File: src/rtl/lstm_pkg.sv
// Shared types and helpers for the LSTM timestep sequencer: FSM encoding,
// default data format and the address-width helper.
package lstm_pkg;

    localparam int LSTM_WIDTH = 32;
    localparam int LSTM_FRAC  = 24;

    typedef enum logic [2:0] {
        ST_IDLE,
        ST_CLR,
        ST_ACC_X,
        ST_ACC_H,
        ST_WAIT,
        ST_CAPT,
        ST_DONE
    } state_t;

    // Never returns less than 1 so single-entry memories still get a real port.
    function automatic int clog2_min1(input int v);
        int r;
        r = 0;
        for (int i = 0; i < 31; i++) begin
            if ((1 << i) < v) r = i + 1;
        end
        return (r < 1) ? 1 : r;
    endfunction

endpackage

File: src/rtl/lstm_seq_ctrl_if.sv
// Bus between the sequencer, the layer buffers and the LSTM cell.
// master = sequencer side, slave = buffers/cell/host side.
interface lstm_seq_ctrl_if
    import lstm_pkg::*;
#(
    parameter int WIDTH = LSTM_WIDTH,
    parameter int NUM_X = 4,
    parameter int NUM_H = 8,
    parameter int T_W   = 16
);
    localparam int XA_W = clog2_min1(NUM_X);
    localparam int HA_W = clog2_min1(NUM_H);

    logic             i_start;
    logic [T_W-1:0]   i_num_steps;
    logic [WIDTH-1:0] i_c;
    logic [WIDTH-1:0] i_h;
    logic             o_acc_x;
    logic             o_acc_h;
    logic [XA_W-1:0]  o_x_addr;
    logic [HA_W-1:0]  o_h_addr;
    logic [T_W-1:0]   o_t;
    logic [WIDTH-1:0] o_prev_state;
    logic [WIDTH-1:0] o_h_out;
    logic             o_h_valid;
    logic             o_busy;
    logic             o_done;

    modport master (
        input  i_start, i_num_steps, i_c, i_h,
        output o_acc_x, o_acc_h, o_x_addr, o_h_addr, o_t,
               o_prev_state, o_h_out, o_h_valid, o_busy, o_done
    );

    modport slave (
        output i_start, i_num_steps, i_c, i_h,
        input  o_acc_x, o_acc_h, o_x_addr, o_h_addr, o_t,
               o_prev_state, o_h_out, o_h_valid, o_busy, o_done
    );

endinterface

File: src/rtl/lstm_step_cnt.sv
// Loadable down-counter with terminal flag; times the ACC_X, ACC_H and WAIT phases.
module lstm_step_cnt #(
    parameter int W = 4
) (
    input  logic         clk,
    input  logic         rst_n,
    input  logic         load,
    input  logic [W-1:0] load_val,
    input  logic         dec,
    output logic         tc
);
    logic [W-1:0] cnt_q, cnt_d;

    always_comb begin
        cnt_d = cnt_q;
        if (load) begin
            cnt_d = load_val;
        end else if (dec && (cnt_q != '0)) begin
            cnt_d = cnt_q - W'(1);
        end
    end

    always_ff @(posedge clk or negedge rst_n) begin
        if (!rst_n) cnt_q <= '0;
        else        cnt_q <= cnt_d;
    end

    assign tc = (cnt_q == '0);

endmodule

File: src/rtl/lstm_seq_ctrl.sv
// LSTM cell sequencer over T timesteps: CLR, NUM_X x-beats, NUM_H h-beats, activation wait, capture.
// Build option LSTM_SEQ_STATE_CLR_EN: an accepted start also clears the stored c/h state.
//
//  state  | meaning
//  IDLE   | waiting for i_start; T latched on accept
//  CLR    | cell accumulators reload bias; address counters at 0
//  ACC_X  | NUM_X beats with acc_x, x_addr 0..NUM_X-1
//  ACC_H  | NUM_H beats with acc_h, h_addr 0..NUM_H-1
//  WAIT   | ACT_LAT cycles of activation latency
//  CAPT   | capture c(t)/h(t); last step -> DONE, else t++ -> CLR
//  DONE   | one-cycle o_done, then IDLE
module lstm_seq_ctrl
    import lstm_pkg::*;
#(
    parameter int WIDTH   = LSTM_WIDTH,
    parameter int NUM_X   = 4,
    parameter int NUM_H   = 8,
    parameter int ACT_LAT = 2,
    parameter int T_W     = 16
) (
    input logic           clk,
    input logic           rst,
    lstm_seq_ctrl_if.master bus
);
    localparam int XA_W    = clog2_min1(NUM_X);
    localparam int HA_W    = clog2_min1(NUM_H);
    localparam int MAX_LEN = (NUM_X > NUM_H) ? ((NUM_X > ACT_LAT) ? NUM_X : ACT_LAT)
                                             : ((NUM_H > ACT_LAT) ? NUM_H : ACT_LAT);
    localparam int CNT_W   = clog2_min1(MAX_LEN + 1);

    state_t           state_q, state_d;
    logic [T_W-1:0]   t_q, t_d;
    logic [T_W-1:0]   num_q, num_d;
    logic [XA_W-1:0]  x_addr_q, x_addr_d;
    logic [HA_W-1:0]  h_addr_q, h_addr_d;
    logic [WIDTH-1:0] prev_q, prev_d;
    logic [WIDTH-1:0] hout_q, hout_d;
    logic             hval_q, hval_d;
    logic             cnt_load, cnt_dec, cnt_tc;
    logic [CNT_W-1:0] cnt_val;

    lstm_step_cnt #(.W(CNT_W)) u_step_cnt (
        .clk      (clk),
        .rst_n    (rst),
        .load     (cnt_load),
        .load_val (cnt_val),
        .dec      (cnt_dec),
        .tc       (cnt_tc)
    );

    always_comb begin
        state_d  = state_q;
        t_d      = t_q;
        num_d    = num_q;
        x_addr_d = x_addr_q;
        h_addr_d = h_addr_q;
        prev_d   = prev_q;
        hout_d   = hout_q;
        hval_d   = 1'b0;
        cnt_load = 1'b0;
        cnt_val  = '0;
        cnt_dec  = 1'b0;
        case (state_q)
            ST_IDLE: begin
                if (bus.i_start) begin
                    num_d   = bus.i_num_steps;
                    t_d     = '0;
`ifdef LSTM_SEQ_STATE_CLR_EN
                    prev_d  = '0;
                    hout_d  = '0;
`endif
                    state_d = (bus.i_num_steps == '0) ? ST_DONE : ST_CLR;
                end
            end
            ST_CLR: begin
                cnt_load = 1'b1;
                cnt_val  = CNT_W'(NUM_X - 1);
                state_d  = ST_ACC_X;
            end
            ST_ACC_X: begin
                if (cnt_tc) begin
                    cnt_load = 1'b1;
                    cnt_val  = CNT_W'(NUM_H - 1);
                    state_d  = ST_ACC_H;
                end else begin
                    cnt_dec  = 1'b1;
                    x_addr_d = x_addr_q + XA_W'(1);
                end
            end
            ST_ACC_H: begin
                if (cnt_tc) begin
                    if (ACT_LAT == 0) begin
                        state_d = ST_CAPT;
                    end else begin
                        cnt_load = 1'b1;
                        cnt_val  = CNT_W'(ACT_LAT - 1);
                        state_d  = ST_WAIT;
                    end
                end else begin
                    cnt_dec  = 1'b1;
                    h_addr_d = h_addr_q + HA_W'(1);
                end
            end
            ST_WAIT: begin
                if (cnt_tc) state_d = ST_CAPT;
                else        cnt_dec = 1'b1;
            end
            ST_CAPT: begin
                prev_d = bus.i_c;
                hout_d = bus.i_h;
                hval_d = 1'b1;
                if (t_q == num_q - T_W'(1)) begin
                    state_d = ST_DONE;
                end else begin
                    t_d     = t_q + T_W'(1);
                    state_d = ST_CLR;
                end
            end
            ST_DONE: state_d = ST_IDLE;
            default: state_d = ST_IDLE;
        endcase
        // Addresses read 0 for the whole CLR cycle, so clear them on the way in.
        if (state_d == ST_CLR) begin
            x_addr_d = '0;
            h_addr_d = '0;
        end
    end

    always_ff @(posedge clk or negedge rst) begin
        if (!rst) begin
            state_q  <= ST_IDLE;
            t_q      <= '0;
            num_q    <= '0;
            x_addr_q <= '0;
            h_addr_q <= '0;
            prev_q   <= '0;
            hout_q   <= '0;
            hval_q   <= 1'b0;
        end else begin
            state_q  <= state_d;
            t_q      <= t_d;
            num_q    <= num_d;
            x_addr_q <= x_addr_d;
            h_addr_q <= h_addr_d;
            prev_q   <= prev_d;
            hout_q   <= hout_d;
            hval_q   <= hval_d;
        end
    end

    assign bus.o_acc_x      = (state_q == ST_ACC_X);
    assign bus.o_acc_h      = (state_q == ST_ACC_H);
    assign bus.o_x_addr     = x_addr_q;
    assign bus.o_h_addr     = h_addr_q;
    assign bus.o_t          = t_q;
    assign bus.o_prev_state = prev_q;
    assign bus.o_h_out      = hout_q;
    assign bus.o_h_valid    = hval_q;
    assign bus.o_busy       = (state_q != ST_IDLE);
    assign bus.o_done       = (state_q == ST_DONE);

endmodule
File: src/flat_wrapper.sv
// flat-port wrapper written by rule: the top's interface ports become plain ports
module lstm_seq_ctrl_flat import lstm_pkg::*;
#(
    parameter int WIDTH   = LSTM_WIDTH,
    parameter int NUM_X   = 4,
    parameter int NUM_H   = 8,
    parameter int ACT_LAT = 2,
    parameter int T_W     = 16
)
  (clk, rst, bus_i_start, bus_i_num_steps, bus_i_c, bus_i_h, bus_o_acc_x, bus_o_acc_h, bus_o_x_addr, bus_o_h_addr, bus_o_t, bus_o_prev_state, bus_o_h_out, bus_o_h_valid, bus_o_busy, bus_o_done);
  lstm_seq_ctrl_if #(.WIDTH(WIDTH), .NUM_X(NUM_X), .NUM_H(NUM_H), .T_W(T_W)) bus_i ();
  input logic clk;
  input logic rst;
  input wire logic [$bits(bus_i.i_start)-1:0] bus_i_start;
  input wire logic [$bits(bus_i.i_num_steps)-1:0] bus_i_num_steps;
  input wire logic [$bits(bus_i.i_c)-1:0] bus_i_c;
  input wire logic [$bits(bus_i.i_h)-1:0] bus_i_h;
  output wire logic [$bits(bus_i.o_acc_x)-1:0] bus_o_acc_x;
  output wire logic [$bits(bus_i.o_acc_h)-1:0] bus_o_acc_h;
  output wire logic [$bits(bus_i.o_x_addr)-1:0] bus_o_x_addr;
  output wire logic [$bits(bus_i.o_h_addr)-1:0] bus_o_h_addr;
  output wire logic [$bits(bus_i.o_t)-1:0] bus_o_t;
  output wire logic [$bits(bus_i.o_prev_state)-1:0] bus_o_prev_state;
  output wire logic [$bits(bus_i.o_h_out)-1:0] bus_o_h_out;
  output wire logic [$bits(bus_i.o_h_valid)-1:0] bus_o_h_valid;
  output wire logic [$bits(bus_i.o_busy)-1:0] bus_o_busy;
  output wire logic [$bits(bus_i.o_done)-1:0] bus_o_done;
  assign bus_i.i_start = bus_i_start;
  assign bus_i.i_num_steps = bus_i_num_steps;
  assign bus_i.i_c = bus_i_c;
  assign bus_i.i_h = bus_i_h;
  assign bus_o_acc_x = bus_i.o_acc_x;
  assign bus_o_acc_h = bus_i.o_acc_h;
  assign bus_o_x_addr = bus_i.o_x_addr;
  assign bus_o_h_addr = bus_i.o_h_addr;
  assign bus_o_t = bus_i.o_t;
  assign bus_o_prev_state = bus_i.o_prev_state;
  assign bus_o_h_out = bus_i.o_h_out;
  assign bus_o_h_valid = bus_i.o_h_valid;
  assign bus_o_busy = bus_i.o_busy;
  assign bus_o_done = bus_i.o_done;
  lstm_seq_ctrl #(.WIDTH(WIDTH), .NUM_X(NUM_X), .NUM_H(NUM_H), .ACT_LAT(ACT_LAT), .T_W(T_W)) u_core (.clk(clk), .rst(rst), .bus(bus_i));
endmodule
File: config.mk
export PLATFORM = sky130hd
export DESIGN_NAME = lstm_seq_ctrl_flat
export DESIGN_NICKNAME = d
export VERILOG_FILES = /design/src/rtl/lstm_pkg.sv /design/src/rtl/lstm_seq_ctrl_if.sv /design/src/rtl/lstm_step_cnt.sv /design/src/rtl/lstm_seq_ctrl.sv /design/src/flat_wrapper.sv
export SDC_FILE = /design/constraint.sdc
export NUM_CORES = 1
export LEC_CHECK = 0
export BUFFER_PORTS_ARGS = -buffer_cell sky130_fd_sc_hd__buf_4
export CELL_PAD_IN_SITES_DETAIL_PLACEMENT = 0
export CELL_PAD_IN_SITES_GLOBAL_PLACEMENT = 1
export CORE_MARGIN = 5
export CORE_UTILIZATION = 39
export CTS_CLUSTER_DIAMETER = 30
export DETAILED_ROUTE_END_ITERATION = 12
export PLACE_DENSITY = 0.84
export SLEW_MARGIN = 20
export SYNTH_ARGS = -nofsm -noshare
export SYNTH_HDL_FRONTEND = slang
export SYNTH_HIERARCHICAL = 1
export SYNTH_SLANG_ARGS = --single-unit
File: constraint.sdc
create_clock -name clk -period 4.4 [get_ports clk]
set_clock_uncertainty 0.1 [all_clocks]
set_input_delay 0.66 -clock clk [delete_from_list [all_inputs] [get_ports clk]]
set_output_delay 0.66 -clock clk [all_outputs]
set_load 0.01 [all_outputs]
==> results of run 1 <==
## power by group through the flow
stage | Combinational [mW] | Sequential [mW] | Clock, mW
after global placement | 1.90 | 1.74 | 0
after CTS | 1.95 | 1.75 | 0.917
after detailed placement | 1.93 | 1.76 | 0
after global routing | 2.12 | 1.82 | 0.961
after floorplan | 1.02 | 1.83 | 0
final | 1.93 | 1.75 | 0.895
## synth_stat cells (5+ instances only)
master / n
clkbuf_1: 15
nor3_1: 11
dfrtp_1: 109
or4_1: 6
and2_1: 7
nand2b_1: 5
a21oi_1: 11
o21ai_0: 8
xor2_1: 9
nor4_1: 9
or3_1: 5
mux2_2: 66
xnor2_1: 13
nand2_1: 74
inv_1: 12
nor2_1: 19
nand4_1: 5
and3_1: 6
mux2i_1: 12
nand3_1: 12
## stage by stage
stage               setup WS, ns  util, %
floorplan                   1.30        -
global placement           0.918     50.6
detailed placement         0.838     50.6
CTS                        0.815     53.1
global route               0.607     53.1
finish                     0.774     53.1
## sequential cells by signal, summed over array words and instances, names as in the netlist
signal / flops
u_core/bus.o_h_out: 32
u_core/bus.o_prev_state: 32
u_core/bus.o_t: 16
u_core/num_q: 16
u_core/u_step_cnt/cnt_q: 4
u_core/bus.o_h_addr: 3
u_core/state_q: 3
u_core/bus.o_x_addr: 2
u_core/bus.o_h_valid: 1
## critical path, delay by kind of cell (launching register included)
| family | cells | cell delay, ns |
|---|---|---|
| and+or+nand+nor | 4 | 1.90 |
| DFF | 1 | 0.46 |
| adders and majority gates | 1 | 0.34 |
| muxes | 1 | 0.34 |
| AOI/OAI and AO/OA | 2 | 0.27 |
| buffers and inverters | 1 | 0.11 |
## path summary, 6_finish.rpt
| kind | from | to | depth (start not counted) |
|---|---|---|---|
| max | u_core/num_q[0] | u_core/bus.o_t[11] | 9 |
| min | rst | u_core/bus.o_h_out[16] | 1 |
| max reg2reg | u_core/num_q[0] | u_core/bus.o_t[11] | 9 |
| min reg2reg | u_core/bus.o_h_out[2] | u_core/bus.o_h_out[2] | 1 |
| max in group asynchronous | rst | u_core/bus.o_prev_state[30] | 2 |
| min in group clk | bus_i_num_steps[11] | u_core/num_q[11] | 3 |
## metal layers
metal | global-route usage [%] | vias to the layer above | share of wire (%)
li1 | - | 1985 | -
met1 | 19.8 | 2020 | 38
met2 | 29.5 | 148 | 51
met3 | 6.23 | 16 | 8.9
met4 | 5.68 | 0 | 2.0
met5 | 0 | - | 0
## logic make-up (layout without fill, tap and decap cells)
group           after synthesis  count (layout)
flops                       109             109
mux                          78              78
compound gates               46              46
simple gates                174             174
buf+inv                      34             206
fa+ha+maj                     4               4
xor+xnor                     22              22
other cells                   1               1
## area by class of cell
type / count / area (um2) / share of cell area (%)
Sequential cell: 109 / 2730 / 39.1
Multi-Input combinational cell: 325 / 2320 / 33.2
Timing Repair Buffer: 178 / 1340 / 19.1
Clock buffer: 9 / 225 / 3.23
Tap cell: 176 / 220 / 3.16
Clock inverter: 7 / 105 / 1.51
Inverter: 12 / 45.0 / 0.645
==> out/qor.txt, run 1 <==
GRT Residual Overflow = 0
Synth top area share = 52.5%
worst hold margin = 0.299 ns
maximum fanout along the worst path = 15
largest area contributor in the netlist = dfrtp_1
Core Footprint = 13100 um2
IO buf count = 172
sequential power share = 38.3%
simple-gate share of the synthesized area = 17.0%
crit-path cells = inv_1, ha_1, or4b_2, nor3_1, o22a_1, o2111ai_1, or4_1, nand3_1, mux2_2
initial antenna violation count = 0
die area = 15700 um2
clk_lat worst skew = 0.35 ns
most common cell after layout, fill and taps aside = buf_4
Top Ports = 173
nets@finish = 722
worst-margin pin slew = 0.996 ns
commonest cells after routing, fill and taps aside = buf_4 (178), dfrtp_1 (109), nand2_1 (74)
Critical Path Sink Type = flop
gpl congestion = 0.863
CTS Sinks = 109
DP Wirelength = 10.1 mm
Final ANT Viol Nets = 0
clk buf depth = 2
multiplexer area fraction after synthesis = 16.6%
Leakage = 3.49 nW
FF-to-FF setup slack = 0.77 ns
Starting Density = 39.5%
die width = 125 um
Final Non-Filler Cells = 816
number of synthesized flops with an enable pin = 0
final count of negative-setup-slack endpoints = 0
setup_tns = 0 ns
synthesized area = 5190 um2
TritonCTS clock tree = yes
post-synthesis cell count = 468
Max VDD drop = 0.000386 V
vias per inst = 5.11
largest net degree at the start of global routing = 63
CTS buffer count = 9
Hold Vio Cnt, Final = 0
filler instances = 1151
Cell Rows = 42
Sw Pwr = 1.62 mW
adder-cell share of the synthesized area = 0.964%
Worst-path clk slew = 0.07 ns
CTS root buf = clkbuf_16
Top FF cell, synth = dfrtp_1
vias = 4169
crit start category = flop
internal power = 2.95 mW
vias in the first global route = 4352
Critical Path AT = 3.76 ns
first-pass GRT wire length = 22.0 mm
fraction of layout cells with a size suffix above 1 = 42.0%
Rel. slew slack = 33.4%
wire per inst = 16.6 um
Data required, critical path = 4.53 ns
largest family of logic cells by synthesized area = simple AND/OR/NAND/NOR gates
clock network power share = 19.6%
top cells by area, synth = dfrtp_1 (53%), mux2_2 (14%), nand2_1 (5.3%)
Iter 0 DRT Violations = 195
Hold Buf Count CTS = 0
fin crit period = 3.63 ns
Net Sw Frac = 35.6%
dpl cells = 800
outcome = finished, final reports clean
Ant. Diodes = 0
count of final max-slew check failures = 0
setup bufs post-CTS = 0
register area share after synthesis = 52.5%
CP max stage delay = 0.81 ns
DR pass1 iterations = 4
Synth Register Bits = 109
XOR/XNOR share of the synthesized area = 3.71%
post-synthesis cell type count = 52
DR DRC count = 0
die height = 125 um
Total Routing Usage GR = 17.1%
final instance area = 6980 um2
# H-tree levels = 3
Async S/R FF share, synth = 100%
Critical-path top delay cell = or4_1
Post-Syn Nets = 555
compound-cell area share of the yosys netlist = 6.19%
Max Cap Viol = 0
Fmax = 0.276 GHz
Placement Cell Area = 6650 um2
WS Path Type = flop to flop
area grow syn2layout = 34.4%
cell area power density = 655 nW/um2
Tot Pwr = 4.57 mW
HP Class = input port to async pin
Synthesis Warnings = 6
fin crit share = 82.4%
combinational share of power = 42.1%
Synth Area per Inst = 11.1 um2
drt total wl = 13.5 mm
RSZ-0062 raised after global routing = false
CTS resizes = 0
Note: power is estimated with default switching activity, not from simulation.
==> run 2: changes to the inputs <==
clock period = 3.6 ns   (was 4.4 ns; I/O delays follow)
==> run 2 against run 1 <==
Compared with the run above:
- total power rose by 21%
- highest routed layer unchanged
- largest cell class unchanged
- global-route usage grew 0.11 points
- maximum frequency rose by 7.5%
- routed wire length shrank 0.96%
==> out/qor.txt, run 2 (synthesized netlist as in run 1, its figures left out) <==
outcome = finished, final reports clean
count of final max-slew check failures = 0 (unchanged)
Total Routing Usage GR = 17.2% (+0.11 points)
FF-to-FF setup slack = 0.23 ns (-0.55 ns)
GRT Residual Overflow = 0 (unchanged)
Net Sw Frac = 36.1% (+0.54 points)
pre-CTS setup slack = 0.237 ns (-0.601 ns)
area grow syn2layout = 34.9%
Max VDD drop = 0.000465 V (+20%)
Top Ports = 173 (unchanged)
RSZ-0062 raised after global routing = false
Ant. Diodes = 0 (unchanged)
internal power = 3.52 mW (+20%)
Leakage = 3.50 nW (+0.25%)
HP Class = input port to async pin
largest net degree at the start of global routing = 64 (+1.6%)
sequential power share = 38.3% (about the same)
clk buf depth = 2 (unchanged)
Core Footprint = 13100 um2 (unchanged)
Iter 0 DRT Violations = 270 (+38%)
Hold Vio Cnt, Final = 0 (unchanged)
first-pass GRT wire length = 21.9 mm (-0.50%)
commonest cells after routing, fill and taps aside = buf_4 (182), dfrtp_1 (109), nand2_1 (74)
die width = 125 um (unchanged)
IO buf count = 172 (unchanged)
Cell Rows = 42 (unchanged)
CTS root buf = clkbuf_16
WS Path Type = flop to flop
Starting Density = 39.5% (unchanged)
Rel. slew slack = 48.3% (+15 points)
# H-tree levels = 3 (unchanged)
crit start category = flop
clock network power share = 17.6% (-2.0 points)
Final ANT Viol Nets = 0 (unchanged)
CTS resizes = 0 (unchanged)
worst-margin pin slew = 0.774 ns (-0.222 ns)
drt total wl = 13.4 mm (-0.96%)
fin worst setup slack = 0.229 ns (-0.546 ns)
fin crit share = 93.6% (+11 points)
DP Wirelength = 10.1 mm (-0.17%)
filler instances = 1203 (+4.5%)
dpl cells = 806 (+0.75%)
Tot Pwr = 5.51 mW (+21%)
gpl congestion = 0.830 (-3.9%)
Critical Path Sink Type = flop
DR DRC count = 0 (unchanged)
Register Area = 2730 um2 (unchanged)
Worst-path clk slew = 0.07 ns (about the same)
most common cell after layout, fill and taps aside = buf_4
wire per inst = 16.3 um (-1.7%)
maximum fanout along the worst path = 11 (-4)
vias in the first global route = 4418 (+1.5%)
TritonCTS clock tree = yes
CTS Sinks = 109 (unchanged)
combinational share of power = 44.1% (+2.0 points)
Sw Pwr = 1.99 mW (+22%)
fin crit period = 3.37 ns (-0.254 ns)
die area = 15700 um2 (unchanged)
multi-input logic area = 2320 um2 (unchanged)
fraction of layout cells with a size suffix above 1 = 42.4% (+0.38 points)
cell area power density = 786 nW/um2 (+20%)
final count of negative-setup-slack endpoints = 0 (unchanged)
setup bufs post-CTS = 0 (unchanged)
vias per inst = 5.05 (-1.1%)
CTS buffer count = 9 (unchanged)
Hold Buf Count CTS = 0 (unchanged)
DR pass1 iterations = 4 (unchanged)
Final Non-Filler Cells = 822 (+0.74%)
die height = 125 um (unchanged)
Fmax = 0.297 GHz (+7.5%)
vias = 4153 (-0.38%)
setup_tns = 0 ns (unchanged)
clk_lat worst skew = 0.35 ns (about the same)
Max Cap Viol = 0 (unchanged)
initial antenna violation count = 0 (unchanged)
Data required, critical path = 3.74 ns (-0.79 ns)
nets@finish = 728 (+0.83%)
Critical Path AT = 3.51 ns (-0.25 ns)
==> run 2: changes by cell type in the layout (fill, tap and decap cells not counted), moves of 2 or more <==
cell,change
buf_4,+4
buf_12,+2
bufinv_16,-2
inv_8,-2
==> run 2: final timing paths <==
check,from,endpoint,cells after the start
hold / removal,rst,u_core/bus.o_h_out[21],1
min in group clk,bus_i_num_steps[11],u_core/num_q[11],3
setup reg to reg,u_core/num_q[0],u_core/bus.o_t[7],7
setup / recovery,u_core/num_q[0],u_core/bus.o_t[7],7
hold reg to reg,u_core/num_q[15],u_core/num_q[15],2
max in group asynchronous,rst,u_core/u_step_cnt/cnt_q[3],2
==> run 2: cell type report <==
type	instances	share of cell area [%]
clock buffers	11	3.47
inverters	12	0.643
clock inverters	5	0.607
multi-input cells	325	33.1
repair buffers	184	20.1
well taps	176	3.14
flip-flops and latches	109	38.9
==> run 2: worst max-delay path, cell delays in order, from the launching register on <==
cell,delay (ns)
dfrtp_1,0.46
or4_1,0.54
or3_1,0.34
a2111oi_2,0.39
o2111ai_1,0.20
or4_1,0.73
nand3_1,0.15
mux2_2,0.35
==> run 2: power groups by stage <==
| stage | clock (mW) | sequential (mW) | combinational (mW) |
|---|---|---|---|
| after floorplan | 0 | 2.24 | 1.24 |
| after global placement | 0 | 2.10 | 2.41 |
| after detailed placement | 0 | 2.13 | 2.45 |
| after CTS | 0.993 | 2.12 | 2.46 |
| after global routing | 1.04 | 2.20 | 2.66 |
| final | 0.967 | 2.11 | 2.43 |
==> run 2: per-stage QoR <==
step / hold slack [ns] / instance area (um2) / util (%)
after floorplan: 0.144 / 5190 / -
after global placement: 0.391 / 6720 / 51.1
after detailed placement: 0.395 / 6720 / 51.1
after CTS: 0.119 / 7000 / 53.3
after global routing: 0.154 / 7000 / 53.3
final: 0.0990 / 7000 / 53.3
==> run 2: per-layer routing <==
metal	GRT usage, %	share of wire, %	wire length (um)	up-vias
li1	-	-	-	1999
met1	19.9	41	5510	2014
met2	29.5	49	6620	124
met3	6.18	7.7	1040	16
met4	6.38	1.9	252	0
met5	0	0	0	-
